==> config.mk <==
export PLATFORM = sky130hd
export DESIGN_NAME = mem_stage
export DESIGN_NICKNAME = d
export VERILOG_FILES = /design/src/rtl/mem_stage.sv
export SDC_FILE = /design/constraint.sdc
export NUM_CORES = 1
export LEC_CHECK = 0
export ABC_AREA = 1
export CORE_MARGIN = 5
export CORE_UTILIZATION = 36
export DETAILED_ROUTE_END_ITERATION = 7
export GPL_ROUTABILITY_DRIVEN = 0
export PLACE_DENSITY_LB_ADDON = 0.25
export SYNTH_ARGS = -nofsm -noshare
export SYNTH_HDL_FRONTEND = slang
export SYNTH_SLANG_ARGS = --single-unit
==> constraint.sdc <==
create_clock -name clock -period 1 [get_ports clock]
set_clock_uncertainty 0.05 [all_clocks]
set_input_delay 0.15 -clock clock [delete_from_list [all_inputs] [get_ports clock]]
set_output_delay 0.15 -clock clock [all_outputs]
set_load 0.1 [all_outputs]
==> src/rtl/mem_stage.sv <==
// Pipeline MEM stage: issues one data-memory access per load/store, stalls upstream until it completes.
// Optional macro MEM_STAGE_TIMEOUT_EN forces completion after TIMEOUT WAIT cycles without mem_ack.
module mem_stage #(
    parameter int TIMEOUT = 16
) (
    input  logic        clock,
    input  logic        rst,
    input  logic [73:0] EXMEM,
    output logic        stall,
    output logic        mem_req,
    output logic        mem_we,
    output logic [31:0] mem_addr,
    output logic [31:0] mem_wdata,
    input  logic [31:0] mem_rdata,
    input  logic        mem_ack,
    output logic [70:0] MEMWB,
    output logic        err
);

    typedef enum logic [0:0] {
        S_IDLE = 1'b0,
        S_WAIT = 1'b1
    } state_t;

    localparam logic [7:0] TMO_LAST = 8'(TIMEOUT - 1);

    logic [31:0] alu_out_s;
    logic [31:0] read_data2_s;
    logic [4:0]  write_reg_s;
    logic        reg_write_s;
    logic        mem_read_s;
    logic        mem_write_s;
    logic        mem_to_reg_s;
    logic        op_s;
    logic        unused_bits_s;

    state_t      state_q, state_d;
    logic        mem_req_q, mem_req_d;
    logic        mem_we_q, mem_we_d;
    logic [31:0] mem_addr_q, mem_addr_d;
    logic [31:0] mem_wdata_q, mem_wdata_d;
    logic [70:0] memwb_q, memwb_d;
    logic        err_q, err_d;
`ifdef MEM_STAGE_TIMEOUT_EN
    logic [7:0]  cnt_q, cnt_d;
`endif

    assign alu_out_s     = EXMEM[32:1];
    assign read_data2_s  = EXMEM[64:33];
    assign write_reg_s   = EXMEM[69:65];
    assign reg_write_s   = EXMEM[70];
    assign mem_read_s    = EXMEM[71];
    assign mem_write_s   = EXMEM[72];
    assign mem_to_reg_s  = EXMEM[73];
    assign op_s          = mem_read_s | mem_write_s;
    assign unused_bits_s = ^{EXMEM[0], TMO_LAST};

    assign mem_req   = mem_req_q;
    assign mem_we    = mem_we_q;
    assign mem_addr  = mem_addr_q;
    assign mem_wdata = mem_wdata_q;
    assign MEMWB     = memwb_q;
    assign err       = err_q;

    always_comb begin
        state_d     = state_q;
        mem_req_d   = mem_req_q;
        mem_we_d    = mem_we_q;
        mem_addr_d  = mem_addr_q;
        mem_wdata_d = mem_wdata_q;
        memwb_d     = memwb_q;
        err_d       = err_q;
        stall       = 1'b0;
`ifdef MEM_STAGE_TIMEOUT_EN
        cnt_d       = cnt_q;
`endif
        case (state_q)
            S_IDLE: begin
                if (op_s) begin
                    stall       = 1'b1;
                    state_d     = S_WAIT;
                    mem_req_d   = 1'b1;
                    mem_we_d    = mem_write_s;
                    mem_addr_d  = {alu_out_s[31:2], 2'b00};
                    mem_wdata_d = read_data2_s;
                    memwb_d     = 71'd0;
                    if (alu_out_s[1:0] != 2'b00) begin
                        err_d = 1'b1;
                    end else begin
                        err_d = err_q;
                    end
                end else begin
                    memwb_d = {mem_to_reg_s, reg_write_s, write_reg_s, alu_out_s, 32'h0000_0000};
                end
            end
            S_WAIT: begin
                if (mem_ack) begin
                    // EXMEM is still held, so its fields are the ones for this access
                    state_d   = S_IDLE;
                    mem_req_d = 1'b0;
                    memwb_d   = {mem_to_reg_s, reg_write_s, write_reg_s, alu_out_s,
                                 (mem_we_q ? 32'h0000_0000 : mem_rdata)};
`ifdef MEM_STAGE_TIMEOUT_EN
                    cnt_d     = 8'd0;
`endif
                end else begin
`ifdef MEM_STAGE_TIMEOUT_EN
                    if (cnt_q == TMO_LAST) begin
                        state_d   = S_IDLE;
                        mem_req_d = 1'b0;
                        memwb_d   = {mem_to_reg_s, reg_write_s, write_reg_s, alu_out_s, 32'h0000_0000};
                        err_d     = 1'b1;
                        cnt_d     = 8'd0;
                    end else begin
                        stall   = 1'b1;
                        memwb_d = 71'd0;
                        cnt_d   = (cnt_q == 8'hFF) ? cnt_q : cnt_q + 8'd1;
                    end
`else
                    stall   = 1'b1;
                    memwb_d = 71'd0;
`endif
                end
            end
            default: begin
                state_d   = S_IDLE;
                mem_req_d = 1'b0;
                memwb_d   = 71'd0;
            end
        endcase
    end

    always_ff @(posedge clock) begin
        if (rst) begin
            state_q     <= S_IDLE;
            mem_req_q   <= 1'b0;
            mem_we_q    <= 1'b0;
            mem_addr_q  <= 32'h0000_0000;
            mem_wdata_q <= 32'h0000_0000;
            memwb_q     <= 71'd0;
            err_q       <= 1'b0;
`ifdef MEM_STAGE_TIMEOUT_EN
            cnt_q       <= 8'd0;
`endif
        end else begin
            state_q     <= state_d;
            mem_req_q   <= mem_req_d;
            mem_we_q    <= mem_we_d;
            mem_addr_q  <= mem_addr_d;
            mem_wdata_q <= mem_wdata_d;
            memwb_q     <= memwb_d;
            err_q       <= err_d;
`ifdef MEM_STAGE_TIMEOUT_EN
            cnt_q       <= cnt_d;
`endif
        end
    end

endmodule

==> metrics.yaml <==
ys_seq_area_share_pct: 56.67
setup.worst_path.class: "flip-flop to primary output"
status: "finished with violations"
num_io_pins: 248
max_freq_ghz: 0.6474
critPathTopFamily: "flip-flops"
tns_ns: -61.41
port_buffers: 244
slowest_delay_ns: 0.36
start_kind: "flip-flop"
grt_pass1_wl_um: 29240
regToRegEndpoint: "mem_addr[12]"
finalCriticalPeriod_ns: 1.545
yosys.area.top_type: "dfxtp_1"
critPathRequiredTime_ns: 0.80
synth_area_leaders: "dfxtp_1 (57%), nor2_1 (15%), nand2_1 (13%)"
postSynthAreaPerCell_um2: 7.469
numCtsBuffers: 17
ys_types: 18
core_um2: 13190
violations: "negative setup slack"
vdd_drop_max_uv: 1045
clockBufferDepth: 2
fin_util_pct: 82.68
startpoint: "state_q"
antenna_cells: 0
hold_path_class: "input pin to flip-flop"
min_period_over_period_pct: 154.5
finalSetupViolations: 271
initial_core_util_pct: 36.69
clkTransAtPathRegs_ns: 0.06
r2r_cells: 8
cts_sinks: 137
worst_path_most_repeated_cell: "buf_12"
r2r-start: "state_q"
insertion_delay_ns: 0.41
p_leak_nw: 5.059
route.detailed.vias_per_inst: 4.430
num_rows: 42
synth_top_cell_area_share_pct: 56.67
path_cells: "nand2_4, inv_4, a21oi_4, buf_12, buf_12"
vias: 5068
grt_use_total_pct: 24.01
die_x_um: 125.9
rsz0062_at_grt: "yes"
ys.warnings.count: 0
routed_wl_um: 19930
drc: 0
slew_violations: 0
cp.depth: 5
ys_ff_latch: 137
grt_remaining_overflow: 0
final_layout_size_suffix_gt1_share_pct: 47.42
crit_path_end: "stall"
cts-hold-fix-buffers: 0
crit_buf_inv: 3
power_density_nw_per_um2: 1699
cp.arrival_ns: 1.34
dpl_cell_area_um2: 9037
die_h_um: 125.9
cp_slowest_cell: "dfxtp_4"
first_pass_iters: 5
setup_ws_ns: -0.5446
avgRoutedWirePerCell_um: 17.42
drtAntennaViolNets: 0
final-hold-violation-count: 0
finalInstanceArea_um2: 10910
cts-root-buf: "clkbuf_16"
p_total_w: 0.01853
synthToLayoutAreaGrowth_pct: 125.3
critical_path.endpoint_type: "primary output"
synthesis.instances: 648
cts_tree: "built"
first_global_vias: 5270
dieArea_um2: 15860
cap_viol_max_count: 0
antenna_found_initial: 0
nNetsFinal: 1065
grt_max_degree: 54
ff2ff_setup_slack_ns: -0.46
synth_area_um2: 4840
dp.final_hpwl_um: 11540
htreeDepth: 4
fillCellCount: 724
path_max_fanout: 3
initialDrtViolationCount: 161
==> synth_stat cells <==
| library cell | n |
|---|---|
| a21oi_1 | 3 |
| a21oi_4 | 1 |
| and2_1 | 1 |
| buf_2 | 14 |
| buf_4 | 2 |
| buf_6 | 13 |
| buf_8 | 1 |
| clkbuf_1 | 3 |
| conb_1 | 1 |
| dfxtp_1 | 137 |
| inv_1 | 101 |
| inv_2 | 2 |
| nand2_1 | 169 |
| nand3_1 | 2 |
| nand3_4 | 1 |
| nor2_1 | 195 |
| nor2_2 | 1 |
| nor2_4 | 1 |
==> metal layers <==
layer	GRT usage, %	wire [um]	up-vias
met4	8.959	420	0
li1	-	-	2458
met2	43.13	10460	198
met5	0	0	-
met3	9.441	1677	26
met1	25.32	7376	2386
==> layout by cell type, fill, tap and decap left out <==
cell | synthesis | routed
buf_12 | 0 | 159
nor2_1 | 195 | 147
nand2_1 | 169 | 145
dfxtp_2 | 0 | 131
clkdlybuf4s50_1 | 0 | 107
inv_1 | 101 | 99
nor2_4 | 1 | 32
buf_4 | 2 | 24
nand2_2 | 0 | 22
nor2_2 | 1 | 18
clkbuf_16 | 0 | 18
buf_16 | 0 | 11
buf_6 | 13 | 11
clkinv_2 | 0 | 7
buf_8 | 1 | 7
dfxtp_4 | 0 | 6
inv_4 | 0 | 3
a21oi_1 | 3 | 3
clkbuf_1 | 3 | 3
nand2_4 | 0 | 2
nand3_1 | 2 | 2
conb_1 | 1 | 2
clkbuf_8 | 0 | 2
inv_2 | 2 | 1
a21oi_4 | 1 | 1
nand3_4 | 1 | 1
and2_1 | 1 | 1
clkinvlp_4 | 0 | 1
bufinv_16 | 0 | 1
bufbuf_16 | 0 | 1
==> cells by family after synthesis <==
kind of cell / after synthesis / synth area share, %
AND/OR/NAND/NOR: 370 / 29.29
flip-flops: 137 / 56.67
buffers and inverters: 136 / 13.31
AO/OA/AOI/OAI: 4 / 0.6463
other: 1 / 0.07749
==> registers in the layout (all words and copies together), names as in the netlist <==
name	cells
state_q	1
mem_req	1
err	1
mem_we	1
mem_addr	30
mem_wdata	32
MEMWB	71
==> tightest hold or removal path, delay by kind of cell <==
kind / cells / cell delay, ns
buffers and inverters: 1 / 0.39
and+or+nand+nor: 2 / 0.10
==> stage by stage <==
step                hold slack, ns  setup WS, ns  cells
finish                      0.2219       -0.5446   1144
global route                0.2216       -0.5794   1144
floorplan                   0.1617      -0.09600    649
CTS                         0.1816       -0.5558   1134
global placement            0.4028       -0.5338   1056
detailed placement          0.4107       -0.5860   1056
==> worst min-delay path by stage <==
stage	from	to	slack, ns	cells past startpoint
after CTS	mem_rdata[24]	MEMWB[24]	0.18	3
after detailed placement	err	err	0.41	2
after floorplan	rst	err	0.16	1
after global placement	err	err	0.40	2
after global routing	EXMEM[68]	MEMWB[67]	0.22	3
final	EXMEM[73]	MEMWB[70]	0.22	3
==> timing repair <==
action | 4_1_cts | 5_1_grt
endpoints found under the setup margin | 271 | 271
pin swaps | 28 | 17
resized for setup | 80 | 100
buffers inserted | 27 | 26
gates cloned | 20 | 1
endpoints found under the hold margin | 0 | 0
==> report_power, final <==
part	internal (W)	total (W)	leakage [nW]	switching, W
sequential	0.00588	0.00623	1.18	0.000348
clock	0.00351	0.00581	0.270	0.00230
combinational	0.00267	0.00649	3.61	0.00381
total	0.0121	0.0185	5.06	0.00646
==> layout make-up <==
class / count / area [um2] / area share [%]
Clock buffer: 22 / 464.2 / 4.257
Clock inverter: 9 / 73.82 / 0.6769
Inverter: 103 / 392.9 / 3.603
Multi-Input combinational cell: 376 / 1802 / 16.52
Sequential cell: 137 / 2929 / 26.86
Tap cell: 176 / 220.2 / 2.019
Timing Repair Buffer: 321 / 5024 / 46.06
Power figures use the tool's default switching activity.
